[src/rtl/hash_pkg.sv]
// Shared types for the cuckoo insert controller: FSM states, response
// status, the decision taken in CHECK and a small width helper.
package hash_pkg;

  typedef enum logic [2:0] {
    IDLE,
    READ,
    WAIT,
    CHECK,
    WRITE,
    RESP
  } state_t;

  typedef enum logic {
    STATUS_OK   = 1'b0,
    STATUS_FAIL = 1'b1
  } status_t;

  // What the WRITE state does with the decision latched in CHECK.
  typedef enum logic [1:0] {
    ACT_PLACE,   // hit or empty slot: final write, then respond OK
    ACT_EVICT,   // table full: write cur pair over victim, retry with victim pair
    ACT_GIVE_UP  // kick budget exhausted: no write, respond FAIL
  } action_t;

  // Bits needed to index n items; never below 1 so vectors stay legal.
  function automatic int unsigned idx_width(input int unsigned n);
    return (n > 1) ? $clog2(n) : 1;
  endfunction

endpackage

[src/rtl/cuckoo_victim_rr.sv]
// Round-robin victim table pointer, counts 0..N-1 and wraps.
module cuckoo_victim_rr
  import hash_pkg::*;
#(
  parameter int unsigned N = 3,
  localparam int unsigned W = idx_width(N)
) (
  input  logic         clk,
  input  logic         reset,
  input  logic         clk_en,
  input  logic         clear,
  input  logic         advance,
  output logic [W-1:0] ptr
);

  // Clear wins over advance; both only act while the global enable is high.
  always_ff @(posedge clk or posedge reset) begin
    if (reset) begin
      ptr <= '0;
    end else if (clk_en) begin
      if (clear) begin
        ptr <= '0;
      end else if (advance) begin
        ptr <= (ptr == W'(N - 1)) ? '0 : ptr + 1'b1;
      end
    end
  end

endmodule

[src/rtl/cuckoo_insert_controller.sv]
// Cuckoo hash insert controller: reads all tables at the key's hash
// addresses, then overwrites a matching key, fills the first empty slot,
// or evicts a round-robin victim and retries with the displaced pair.
module cuckoo_insert_controller
  import hash_pkg::*;
#(
  parameter int unsigned DATA_WIDTH         = 4,
  parameter int unsigned KEY_WIDTH          = 2,
  parameter int unsigned NUMBER_OF_TABLES   = 3,
  parameter int unsigned MAX_HASH_ADR_WIDTH = 2,
  parameter int unsigned READ_LATENCY       = 2,
  parameter int unsigned MAX_KICKS          = 4
) (
  input  logic                                         clk,
  input  logic                                         reset,
  input  logic                                         clk_en,
  input  logic                                         req_valid_i,
  output logic                                         req_ready_o,
  input  logic [KEY_WIDTH-1:0]                         req_key_i,
  input  logic [DATA_WIDTH-1:0]                        req_data_i,
  output logic [KEY_WIDTH-1:0]                         hash_key_o,
  input  logic [NUMBER_OF_TABLES*MAX_HASH_ADR_WIDTH-1:0] hash_adr_i,
  output logic [NUMBER_OF_TABLES-1:0]                  rd_en_o,
  output logic [NUMBER_OF_TABLES*MAX_HASH_ADR_WIDTH-1:0] rd_adr_o,
  input  logic [NUMBER_OF_TABLES*KEY_WIDTH-1:0]        rd_key_i,
  input  logic [NUMBER_OF_TABLES*DATA_WIDTH-1:0]       rd_data_i,
  input  logic [NUMBER_OF_TABLES-1:0]                  rd_valid_i,
  output logic [NUMBER_OF_TABLES-1:0]                  wr_en_o,
  output logic [MAX_HASH_ADR_WIDTH-1:0]                wr_adr_o,
  output logic [KEY_WIDTH-1:0]                         wr_key_o,
  output logic [DATA_WIDTH-1:0]                        wr_data_o,
  output logic                                         wr_valid_o,
  output logic                                         resp_valid_o,
  output logic                                         resp_status_o,
  output logic [KEY_WIDTH-1:0]                         resp_key_o,
  output logic [DATA_WIDTH-1:0]                        resp_data_o
);

  localparam int unsigned T   = NUMBER_OF_TABLES;
  localparam int unsigned AW  = MAX_HASH_ADR_WIDTH;
  localparam int unsigned KW  = KEY_WIDTH;
  localparam int unsigned DW  = DATA_WIDTH;
  localparam int unsigned TW  = idx_width(T);
  localparam int unsigned KCW = idx_width(MAX_KICKS + 1);
  localparam int unsigned WCW = idx_width(READ_LATENCY);

  state_t          state, state_nx;
  logic [KW-1:0]   cur_key, orig_key, evk_key, vic_key;
  logic [DW-1:0]   cur_data, orig_data, evk_data, vic_data;
  logic [KCW-1:0]  kick_cnt;
  logic [WCW-1:0]  wait_cnt;
  logic [AW-1:0]   adr_q [T];
  logic [TW-1:0]   victim, tgt_q, hit_idx, emp_idx, chk_tgt;
  logic            hit_found, emp_found, wait_done, accept, evicting;
  action_t         act_q, chk_act;

  assign accept    = (state == IDLE) && clk_en && req_valid_i;
  assign evicting  = (state == WRITE) && (act_q == ACT_EVICT);
  assign wait_done = (wait_cnt == WCW'(READ_LATENCY - 2));

  cuckoo_victim_rr #(
    .N(T)
  ) u_victim_rr (
    .clk    (clk),
    .reset  (reset),
    .clk_en (clk_en),
    .clear  (accept),
    .advance(evicting),
    .ptr    (victim)
  );

  // State register, frozen while the global enable is low.
  always_ff @(posedge clk or posedge reset) begin
    if (reset) begin
      state <= IDLE;
    end else if (clk_en) begin
      state <= state_nx;
    end
  end

  // CHECK decision: matching key first, then first empty slot, then evict or give up.
  always_comb begin
    hit_found = 1'b0;
    hit_idx   = '0;
    emp_found = 1'b0;
    emp_idx   = '0;
    vic_key   = '0;
    vic_data  = '0;
    for (int unsigned t = 0; t < T; t++) begin
      if (!hit_found && rd_valid_i[t] && (rd_key_i[t*KW +: KW] == cur_key)) begin
        hit_found = 1'b1;
        hit_idx   = TW'(t);
      end
      if (!emp_found && !rd_valid_i[t]) begin
        emp_found = 1'b1;
        emp_idx   = TW'(t);
      end
      if (victim == TW'(t)) begin
        vic_key  = rd_key_i[t*KW +: KW];
        vic_data = rd_data_i[t*DW +: DW];
      end
    end
    if (hit_found) begin
      chk_act = ACT_PLACE;
      chk_tgt = hit_idx;
    end else if (emp_found) begin
      chk_act = ACT_PLACE;
      chk_tgt = emp_idx;
    end else if (kick_cnt < KCW'(MAX_KICKS)) begin
      chk_act = ACT_EVICT;
      chk_tgt = victim;
    end else begin
      chk_act = ACT_GIVE_UP;
      chk_tgt = '0;
    end
  end

  // Next state and all table/response outputs; strobes are masked while disabled.
  always_comb begin
    state_nx      = state;
    req_ready_o   = 1'b0;
    hash_key_o    = cur_key;
    rd_en_o       = '0;
    rd_adr_o      = '0;
    wr_en_o       = '0;
    wr_adr_o      = '0;
    wr_key_o      = '0;
    wr_data_o     = '0;
    wr_valid_o    = 1'b0;
    resp_valid_o  = 1'b0;
    resp_status_o = STATUS_OK;
    resp_key_o    = '0;
    resp_data_o   = '0;
    case (state)
      IDLE: begin
        req_ready_o = clk_en;
        if (req_valid_i) state_nx = READ;
      end
      READ: begin
        rd_en_o  = '1;
        rd_adr_o = hash_adr_i;
        state_nx = (READ_LATENCY > 1) ? WAIT : CHECK;
      end
      WAIT: begin
        if (wait_done) state_nx = CHECK;
      end
      CHECK: begin
        state_nx = WRITE;
      end
      WRITE: begin
        // The give-up path still spends this cycle so a failed insert
        // keeps the same per-attempt cadence as a successful one.
        if (act_q != ACT_GIVE_UP) begin
          for (int unsigned t = 0; t < T; t++) begin
            if (tgt_q == TW'(t)) begin
              wr_en_o[t] = 1'b1;
              wr_adr_o   = adr_q[t];
            end
          end
          wr_key_o   = cur_key;
          wr_data_o  = cur_data;
          wr_valid_o = 1'b1;
        end
        state_nx = (act_q == ACT_EVICT) ? READ : RESP;
      end
      RESP: begin
        resp_valid_o = 1'b1;
        if (act_q == ACT_GIVE_UP) begin
          resp_status_o = STATUS_FAIL;
          resp_key_o    = cur_key;
          resp_data_o   = cur_data;
        end else begin
          resp_status_o = STATUS_OK;
          resp_key_o    = orig_key;
          resp_data_o   = orig_data;
        end
        state_nx = IDLE;
      end
      default: state_nx = IDLE;
    endcase
    if (!clk_en) begin
      rd_en_o      = '0;
      wr_en_o      = '0;
      resp_valid_o = 1'b0;
    end
  end

  // Datapath registers: current/original pair, kick and wait counters, latched decision.
  always_ff @(posedge clk or posedge reset) begin
    if (reset) begin
      cur_key   <= '0;
      cur_data  <= '0;
      orig_key  <= '0;
      orig_data <= '0;
      evk_key   <= '0;
      evk_data  <= '0;
      kick_cnt  <= '0;
      wait_cnt  <= '0;
      tgt_q     <= '0;
      act_q     <= ACT_PLACE;
      for (int unsigned t = 0; t < T; t++) adr_q[t] <= '0;
    end else if (clk_en) begin
      case (state)
        IDLE: begin
          if (req_valid_i) begin
            cur_key   <= req_key_i;
            cur_data  <= req_data_i;
            orig_key  <= req_key_i;
            orig_data <= req_data_i;
            kick_cnt  <= '0;
          end
        end
        READ: begin
          for (int unsigned t = 0; t < T; t++) adr_q[t] <= hash_adr_i[t*AW +: AW];
          wait_cnt <= '0;
        end
        WAIT: begin
          wait_cnt <= wait_cnt + 1'b1;
        end
        CHECK: begin
          act_q    <= chk_act;
          tgt_q    <= chk_tgt;
          evk_key  <= vic_key;
          evk_data <= vic_data;
        end
        WRITE: begin
          if (act_q == ACT_EVICT) begin
            cur_key  <= evk_key;
            cur_data <= evk_data;
            kick_cnt <= kick_cnt + 1'b1;
          end
        end
        default: ;
      endcase
    end
  end

endmodule

[config.mk]
export PLATFORM = sky130hd
export DESIGN_NAME = cuckoo_insert_controller
export DESIGN_NICKNAME = d
export VERILOG_FILES = /design/src/rtl/hash_pkg.sv /design/src/rtl/cuckoo_victim_rr.sv /design/src/rtl/cuckoo_insert_controller.sv
export SDC_FILE = /design/constraint.sdc
export NUM_CORES = 1
export LEC_CHECK = 0
export BUFFER_PORTS_ARGS = -buffer_cell sky130_fd_sc_hd__buf_2
export CAP_MARGIN = 20
export CORE_MARGIN = 2
export CORE_UTILIZATION = 51
export CTS_CLUSTER_DIAMETER = 200
export CTS_CLUSTER_SIZE = 12
export DETAILED_ROUTE_END_ITERATION = 10
export MAX_ROUTING_LAYER = met4
export PLACE_DENSITY = 0.8
export SETUP_SLACK_MARGIN = 0.5
export SKIP_LAST_GASP = 1
export SYNTH_ARGS = -nofsm -noshare
export SYNTH_HDL_FRONTEND = slang
export SYNTH_SLANG_ARGS = --single-unit
[constraint.sdc]
create_clock -name clk -period 2.2 [get_ports clk]
set_input_delay 0.66 -clock clk [delete_from_list [all_inputs] [get_ports clk]]
set_output_delay 0.66 -clock clk [all_outputs]
set_load 0.02 [all_outputs]
==> results of run 1 <==
-- cells by family after synthesis --
kind of cell / after synthesis / share of synthesized area (%)
simple gates: 95 / 22.2
compound gates: 45 / 12.6
flops: 37 / 41.8
mux: 31 / 14.8
buf+inv: 24 / 5.70
xor+xnor: 6 / 2.37
fa+ha+maj: 1 / 0.564
-- synth_stat cells --
master,count,share of area [%]
a21oi_4,1,0.73
xnor2_1,6,2.4
nor2b_1,6,1.7
and2_1,6,1.7
nand2b_1,3,0.85
o31ai_1,2,0.68
and3_1,8,2.3
buf_4,2,0.68
or2_2,2,0.56
a31oi_1,2,0.56
nor2_1,21,3.6
clkbuf_1,6,1.0
nor2_8,1,0.90
o2bb2ai_1,3,1.2
nand3b_1,1,0.34
o21ai_0,11,2.5
nand2_1,31,5.2
a22oi_1,1,0.34
nor3b_2,1,0.56
a22o_1,1,0.40
nand4_1,1,0.28
buf_2,5,1.1
a21oi_1,19,4.3
inv_1,8,1.4
dfrtp_1,37,42
buf_6,3,1.5
nand2_2,1,0.28
o41ai_1,2,0.79
nand3_1,4,0.90
ha_1,1,0.56
nor3_1,4,0.90
mux2i_1,17,7.7
or3b_1,2,0.79
nor4b_2,1,0.68
mux2_2,14,7.1
a21oi_2,3,1.2
nor3b_1,2,0.68
-- worst min-delay path, cell delays in order --
cell	delay, ns
buf_2	0.09
inv_1	0.04
buf_4	0.39
-- per-stage QoR --
stage,utilization [%],worst slack [ns]
5_1_grt,81.2,-0.230
2_1_floorplan,-,-0.0145
3_3_place_gp,67.6,0.102
6_report,81.2,-0.172
4_1_cts,78.3,-0.139
3_5_place_dp,67.6,0.0462
-- where the power goes --
part / switching (mW) / total [mW] / leakage (nW) / internal (mW)
clock: 0.245 / 0.615 / 0.0585 / 0.370
combinational: 1.05 / 2.11 / 1.05 / 1.06
sequential: 0.333 / 1.33 / 0.452 / 0.999
-- flip-flops by register name, indices dropped and copies added (netlist names), 3 cells and up --
register	flops
orig_data	4
kick_cnt	3
cur_data	4
adr_q	6
state	3
evk_data	4
-- worst max-delay path by stage --
stage | end | cells after the start | slack (ns)
after floorplan | wr_en_o[1] | 6 | -0.01
after global placement | wr_data_o[2] | 5 | 0.10
after detailed placement | wr_key_o[0] | 5 | 0.05
after CTS | wr_en_o[1] | 5 | -0.14
after global routing | wr_en_o[1] | 5 | -0.23
final | wr_en_o[1] | 5 | -0.17
-- metal layers --
layer / vias up / GRT usage [%] / wire length, um
li1: 1009 / - / -
met1: 1027 / 32.6 / 2600
met2: 84 / 46.8 / 3400
met3: 6 / 5.63 / 441
met4: 0 / 6.41 / 62
met5: - / - / 0
-- what timing repair did --
item,in CTS,in global routing
setup endpoints to repair,32,56
resized for setup,77,10
cloned,0,1
pin swaps,9,6
setup buffers,7,11
-- final cells by class --
cell class / instances / area (um2) / share of cell area (%)
repair buffers: 102 / 798 / 24.0
well taps: 50 / 62.6 / 1.88
clock buffers: 7 / 86.3 / 2.60
multi-input cells: 178 / 1380 / 41.5
inverters: 8 / 33.8 / 1.02
clock inverters: 1 / 30.0 / 0.905
flip-flops and latches: 37 / 930 / 28.0
==> out/qor.yml, run 1 <==
outcome: "finished with violations"
violations: "negative setup slack"
hp-class: "in2async"
die_y_um: 69.9
reg2reg_from: "state[0]"
hpwl_um: 4030
power.leakage_nw: 1.56
crit_family: "simple AND/OR/NAND/NOR gates"
ys_seq_area_share_pct: 41.8
final_common_cell: "buf_2"
grt_pass1_wl_um: 10300
layout_common_cells: "buf_2 (43), dfrtp_1 (34), buf_6 (32)"
fmax_ghz: 0.422
finalCritPeriodShare_pct: 108
dpl-instance-area_mm2: 0.00276
dieArea_mm2: 0.00489
rows: 23
hold_viol: 0
cp_cell_sequence: "or3b_4, nor2_8, nand2_4, nor3b_4, buf_6"
setup_viol: 29
drive_gt1_share_pct: 50.5
antenna_found_initial: 0
cp_slowest_cell: "or3b_4"
clock_latency_ns: 0.29
vias_per_cell: 5.55
syn_inst: 239
root_buffer: "clkbuf_8"
detail-route-antenna-nets: 0
power.total_mw: 4.06
startpoint_type: "register"
syn2layout_area_growth_pct: 49.7
dr.first_iter.drc_count: 152
final_area_mm2: 0.00332
ys_ff_latch: 37
cts_sinks: 37
syn_area_per_cell_um2: 9.28
final_cell_count_no_fill: 383
vias: 2126
tns_ns: -2.49
crit_buf_inv: 1
tightestPinTransition_ns: 0.569
syn_nets: 277
ir_worst_vdd_mv: 0.666
initial_core_util_pct: 54.3
synth_area_mm2: 0.00222
drv_cap: 0
cts_made_buffers: 5
yosys_warnings: 0
cp.required_ns: 1.54
routabilityCongestion: 0.870
diodes: 0
startpoint: "state[1]"
critPathMaxStageDelay_ns: 0.46
reg2reg_to: "kick_cnt[2]"
rsz0062_at_grt: "true"
grt-ovfl-total: 0
firstDrtPassIters: 4
relSlewSlack_pct: 62.1
setup_ws_ns: -0.172
cts_tree: "yes"
cts.clk_slew.worst_paths_ns: 0.07
cp_max_fo: 4
drv_slew: 0
drc: 0
detail_route.wl_per_cell_um: 17.0
min_period_ns: 2.37
h-tree-depth: 2
post_synth_num_cell_types: 37
holdWs_ns: 0.461
grt_max_degree: 38
reg2reg_slack_ns: 0.09
fp.dieW_um: 69.9
dp.cells: 356
fp.coreArea_mm2: 0.00409
io_pins: 69
power_density_mw_per_mm2: 1220
crit_type: "reg2out"
arrival_ns: 1.71
totalWireLength_um: 6500
grtUsageTotal_pct: 27.1
grt_pass1_vias: 2143
final_nets: 370
port-buffer-count: 68
cts_hold_buf: 0
fillers: 256
rr_worst_depth: 10
critPathCaptureType: "output port"
clockBufferDepth: 2
fin_skew_ns: 0.00681
(Power assumes the default switching activity.)
==> inputs of run 2 (changes only) <==
--- a/config.mk
+++ b/config.mk
@@ -15,7 +15,6 @@
 export MAX_ROUTING_LAYER = met4
 export PLACE_DENSITY = 0.8
 export SETUP_SLACK_MARGIN = 0.5
-export SKIP_LAST_GASP = 1
 export SYNTH_ARGS = -nofsm -noshare
 export SYNTH_HDL_FRONTEND = slang
 export SYNTH_SLANG_ARGS = --single-unit
==> out/qor.yml, run 2 (synthesis gave the netlist of run 1 again) <==
critPathMaxStageDelay_ns: 0.47  # about the same
grt_max_degree: 38  # unchanged
initial_core_util_pct: 54.3  # unchanged
clockBufferDepth: 2  # unchanged
grt-ovfl-total: 0  # unchanged
grt_util_met3_pct: 5.63  # unchanged
hp-class: "in2async"
clock_power_share_pct: 15.4  # +0.3 points
cp.required_ns: 1.54  # about the same
hpwl_um: 4030  # unchanged
rsz0062_at_grt: "true"
fillers: 261  # +2.0%
arrival_ns: 1.71  # about the same
clock_latency_ns: 0.30  # about the same
vias_per_cell: 5.58  # +0.58%
setup_ws_ns: -0.173  # -0.000290 ns
grt_pass1_vias: 2170  # +1.3%
syn2layout_area_growth_pct: 48.0
cts_tree: "yes"
cp_slowest_cell: "or3b_4"
multiInputGateArea_mm2: 0.00140  # +1.6%
drive_gt1_share_pct: 50.0  # -0.45 points
dieArea_mm2: 0.00489  # unchanged
cp_cell_sequence: "or3b_4, nor2_8, nand2_4, nor3b_4, buf_6"
port-buffer-count: 68  # unchanged
fin_util_pct: 80.3  # -0.95 points
largest_reg_flops: 6  # unchanged
root_buffer: "clkbuf_8"
drc: 0  # unchanged
rows: 23  # unchanged
routabilityCongestion: 0.870  # unchanged
h-tree-depth: 2  # unchanged
io_pins: 69  # unchanged
layout_common_cells: "buf_2 (42), dfrtp_1 (34), buf_6 (33)"
busiest_layer: "met2"
setup_viol: 30  # +3.4%
antenna_found_initial: 0  # unchanged
fin_skew_ns: 0.00677  # -0.0000384 ns
top_register: "adr_q"
startpoint_type: "register"
ir_worst_vdd_mv: 0.675  # +1.4%
totalWireLength_um: 6440  # -0.85%
dr.first_iter.drc_count: 122  # -20%
relSlewSlack_pct: 62.7  # +0.67 points
detail-route-antenna-nets: 0  # unchanged
intPower_mw: 2.39  # -1.4%
seq_power_share_pct: 33.0  # +0.2 points
met1_usage_pct: 32.0  # -0.53 points
die_y_um: 69.9  # unchanged
fp.coreArea_mm2: 0.00409  # unchanged
power.leakage_nw: 1.54  # -1.5%
drv_slew: 0  # unchanged
hold_viol: 0  # unchanged
min_period_ns: 2.37  # +0.000290 ns
crit_buf_inv: 1  # unchanged
finalCritPeriodShare_pct: 108  # about the same
drv_cap: 0  # unchanged
outcome: "finished with violations"
grtUsageTotal_pct: 27.6  # +0.51 points
cts_hold_buf: 0  # unchanged
fmax_ghz: 0.421  # about the same
grt_pass1_wl_um: 10500  # +1.5%
grt_use_met2_pct: 49.1  # +2.3 points
critPathCaptureType: "output port"
dpl-instance-area_mm2: 0.00276  # unchanged
pwr-share-comb_pct: 51.6  # -0.4 points
cp_max_fo: 4  # unchanged
violations: "negative setup slack"
reg2reg_from: "state[0]"
vias: 2088  # -1.8%
crit_family: "simple AND/OR/NAND/NOR gates"
tightestPinTransition_ns: 0.559  # -0.0100 ns
holdWs_ns: 0.450  # -0.0104 ns
diodes: 0  # unchanged
rr_worst_depth: 10  # unchanged
reg2reg_slack_ns: 0.03  # -0.06 ns
regArea_um2: 930  # unchanged
final_common_cell: "buf_2"
final_nets: 361  # -2.4%
final_area_mm2: 0.00328  # -1.2%
netSwitchingPower_mw: 1.65  # +0.86%
fp.dieW_um: 69.9  # unchanged
cts_sinks: 37  # unchanged
crit_type: "reg2out"
cts.clk_slew.worst_paths_ns: 0.07  # about the same
firstDrtPassIters: 4  # unchanged
detail_route.wl_per_cell_um: 17.2  # +1.5%
reg2reg_to: "kick_cnt[2]"
cts_made_buffers: 5  # unchanged
power_density_mw_per_mm2: 1230  # +0.67%
p_sw_share_pct: 40.8  # +0.55 points
run 2: changes by cell type in the layout (fill, tap and decap cells not counted), sizes merged:
| cell | before | now |
|---|---|---|
| buf | 102 | 93 |
run 2: area by class of cell:
class / count / share of cell area, %
inverters: 8 / 1.03
multi-input cells: 178 / 42.7
repair buffers: 93 / 22.5
clock buffers: 7 / 2.63
clock inverters: 1 / 0.915
flip-flops and latches: 37 / 28.3
well taps: 50 / 1.91
run 2: power groups by stage:
stage               sequential [mW]  combinational (mW)  clock, mW
floorplan                      1.17                1.34          0
global placement               1.29                1.58          0
detailed placement             1.31                1.62          0
CTS                            1.31                1.97      0.624
global route                   1.37                2.26      0.650
finish                         1.33                2.08      0.622
run 2: worst reg2reg max path, cell delays in order (launching register included):
cell	delay [ns]
dfrtp_1	0.41
buf_6	0.13
buf_6	0.11
buf_6	0.11
buf_12	0.11
buf_4	0.15
or3b_1	0.46
a21oi_4	0.17
buf_4	0.20
nand2_1	0.08
mux2i_1	0.12
run 2: worst max path at each step:
stage / startpoint / end / depth (start not counted) / slack (ns)
6_report: state[1] / wr_en_o[1] / 5 / -0.17
5_1_grt: state[1] / wr_en_o[2] / 5 / -0.21
4_1_cts: state[0] / wr_en_o[1] / 5 / -0.14
3_5_place_dp: state[1] / wr_key_o[0] / 5 / 0.05
3_3_place_gp: state[1] / wr_data_o[2] / 5 / 0.10
2_1_floorplan: state[0] / wr_en_o[1] / 6 / -0.01
run 2: metrics by stage:
stage               power [mW]  TNS, ns  instances  setup WS (ns)
finish                    4.04    -3.55        374         -0.173
global route              4.28    -4.47        374         -0.215
CTS                       3.91    -1.94        371         -0.139
detailed placement        2.93        0        356         0.0462
floorplan                 2.51  -0.0145        239        -0.0145
global placement          2.87        0        356          0.102
run 2: what timing repair did:
item                                    CTS  global route
setup buffers                             7             3
pin swaps                                 9            10
gates resized for setup                  81            11
endpoints found under the setup margin   32            56
endpoints found under the hold margin     0             0
run 2: layer usage:
metal  up-vias  share of wire (%)  wire length, um
met3         8                5.7              365
met5         -                  0                0
li1        986                  -                -
met4         0                1.1               70
met1      1015                 40             2550
met2        79                 54             3460
==> inputs of run 3 (changes only) <==
--- a/config.mk
+++ b/config.mk
@@ -8,12 +8,12 @@
 export BUFFER_PORTS_ARGS = -buffer_cell sky130_fd_sc_hd__buf_2
 export CAP_MARGIN = 20
 export CORE_MARGIN = 2
-export CORE_UTILIZATION = 51
+export CORE_UTILIZATION = 55
 export CTS_CLUSTER_DIAMETER = 200
 export CTS_CLUSTER_SIZE = 12
 export DETAILED_ROUTE_END_ITERATION = 10
 export MAX_ROUTING_LAYER = met4
-export PLACE_DENSITY = 0.8
+export PLACE_DENSITY = 0.85
 export SETUP_SLACK_MARGIN = 0.5
 export SYNTH_ARGS = -nofsm -noshare
 export SYNTH_HDL_FRONTEND = slang
==> constraint.sdc (replaced) <==
create_clock -name clk -period 2.85 [get_ports clk]
set_input_delay 0.855 -clock clk [delete_from_list [all_inputs] [get_ports clk]]
set_output_delay 0.855 -clock clk [all_outputs]
set_load 0.02 [all_outputs]
==> out/qor.yml, run 3 (synthesis gave the netlist of run 1 again) <==
outcome: "finished, final reports clean"
tightestPinTransition_ns: 0.471  # -0.0878 ns
reg2reg_slack_ns: 1.08  # +1.05 ns
worst_path_most_repeated_cell: "buf_4"
vias: 1935  # -7.3%
io_pins: 69  # unchanged
largest_reg_flops: 6  # unchanged
drc: 0  # unchanged
h-tree-depth: 2  # unchanged
final_common_cell: "buf_2"
dieArea_mm2: 0.00455  # -6.9%
clock_latency_ns: 0.30  # about the same
diodes: 0  # unchanged
grt-ovfl-total: 0  # unchanged
detail_route.wl_per_cell_um: 14.3  # -17%
initial_core_util_pct: 56.2  # +2.0 points
cts_made_buffers: 5  # unchanged
routabilityCongestion: 0.874  # +0.41%
drv_slew: 0  # unchanged
syn2layout_area_growth_pct: 29.2
setup_ws_ns: 0.249  # +0.422 ns
grtUsageTotal_pct: 25.5  # -2.1 points
rsz0062_at_grt: "true"
cp_max_fo: 9  # +5
critPathCaptureType: "output port"
cp_cell_sequence: "or3b_4, buf_4, nor3_2, buf_4"
relSlewSlack_pct: 68.6  # +5.9 points
fp.coreArea_mm2: 0.00394  # -3.5%
cp_slowest_cell: "dfrtp_2"
antenna_found_initial: 0  # unchanged
detail-route-antenna-nets: 0  # unchanged
finalCritPeriodShare_pct: 91.3
dr.first_iter.drc_count: 121  # -0.82%
tns_ns: 0  # +3.55 ns
min_period_ns: 2.60
cts_sinks: 37  # unchanged
grt_max_degree: 38  # unchanged
fin_util_pct: 72.7  # -7.6 points
preCtsSetupSlack_ns: 0.306  # +0.260 ns
drv_cap: 0  # unchanged
final_cell_count_no_fill: 360  # -3.7%
arrival_ns: 1.75  # +0.04 ns
hp-class: "reg2reg"
top_register: "adr_q"
vias_per_cell: 5.38  # -3.7%
dp.cells: 349  # -2.0%
hold_viol: 0  # unchanged
ir_worst_vdd_mv: 0.446  # -34%
fmax_ghz: 0.384
cts_tree: "yes"
power_density_mw_per_mm2: 950  # -23%
port-buffer-count: 68  # unchanged
setup_viol: 0  # -100%
drive_gt1_share_pct: 40.0  # -10 points
grt_pass1_wl_um: 8270  # -21%
die_y_um: 67.5  # -3.5%
grt_pass1_vias: 1789  # -18%
fp.dieW_um: 67.5  # -3.5%
fin_skew_ns: 0.00706  # +0.000285 ns
cts.clk_slew.worst_paths_ns: 0.07  # about the same
startpoint_type: "register"
crit_type: "reg2out"
clockBufferDepth: 2  # unchanged
critPathMaxStageDelay_ns: 0.44  # -0.03 ns
totalWireLength_um: 5160  # -20%
power.leakage_nw: 1.43  # -6.7%
hpwl_um: 3810  # -5.5%
firstDrtPassIters: 4  # unchanged
cp.required_ns: 2.00  # +0.46 ns
layout_common_cells: "buf_2 (54), dfrtp_1 (36), nand2_1 (30)"
rows: 23  # unchanged
root_buffer: "clkbuf_8"
final_nets: 348  # -3.6%
-- run 3: area by class of cell --
cell class              count  area, um2
fillers                   282       1080
repair buffers             80        495
inverters                   8       33.8
clock buffers               5       68.8
well taps                  50       62.6
flip-flops and latches     37        927
clock inverters             2       35.0
multi-input cells         178       1240
-- run 3: report_power, final --
| part | total, mW | switching, mW | internal [mW] |
|---|---|---|---|
| clock | 0.433 | 0.179 | 0.254 |
| sequential | 1.03 | 0.262 | 0.768 |
| combinational | 1.26 | 0.655 | 0.605 |
| total | 2.72 | 1.10 | 1.63 |
-- run 3: worst paths after layout --
check,startpoint,to,cells after the start
max in group asynchronous,reset,state[0],3
setup reg to reg,state[0],orig_key[1],5
min in group asynchronous,reset,kick_cnt[0],3
hold reg to reg,evk_key[1],evk_key[1],2
hold / removal,evk_key[1],evk_key[1],2
setup / recovery,state[0],wr_adr_o[0],4
-- run 3: timing repair --
action,4_1_cts,5_1_grt
setup endpoints to repair,30,30
pin swaps,1,3
resized for setup,24,12
hold buffers,0,0
hold endpoints to repair,0,0
buffers inserted,3,1
-- run 3: through the flow --
stage	area (um2)	power [mW]	hold WS, ns
global placement	2620	2.12	0.461
global route	2870	2.92	0.511
finish	2870	2.72	0.480
CTS	2810	2.68	0.485
detailed placement	2620	2.18	0.470
floorplan	2250	1.88	0.449
-- run 3: worst max-delay path: cells and delay by family (launching register included) --
family        cells  cell delay (ns)
simple gates      2             0.64
flops             1             0.44
buf+inv           2             0.38
-- run 3: routing by layer --
layer  GRT usage (%)  part of all wire (%)
met5               -                     0
met2            40.8                    49
met4            9.44                   2.2
met1            31.9                    44
met3            5.33                   4.7
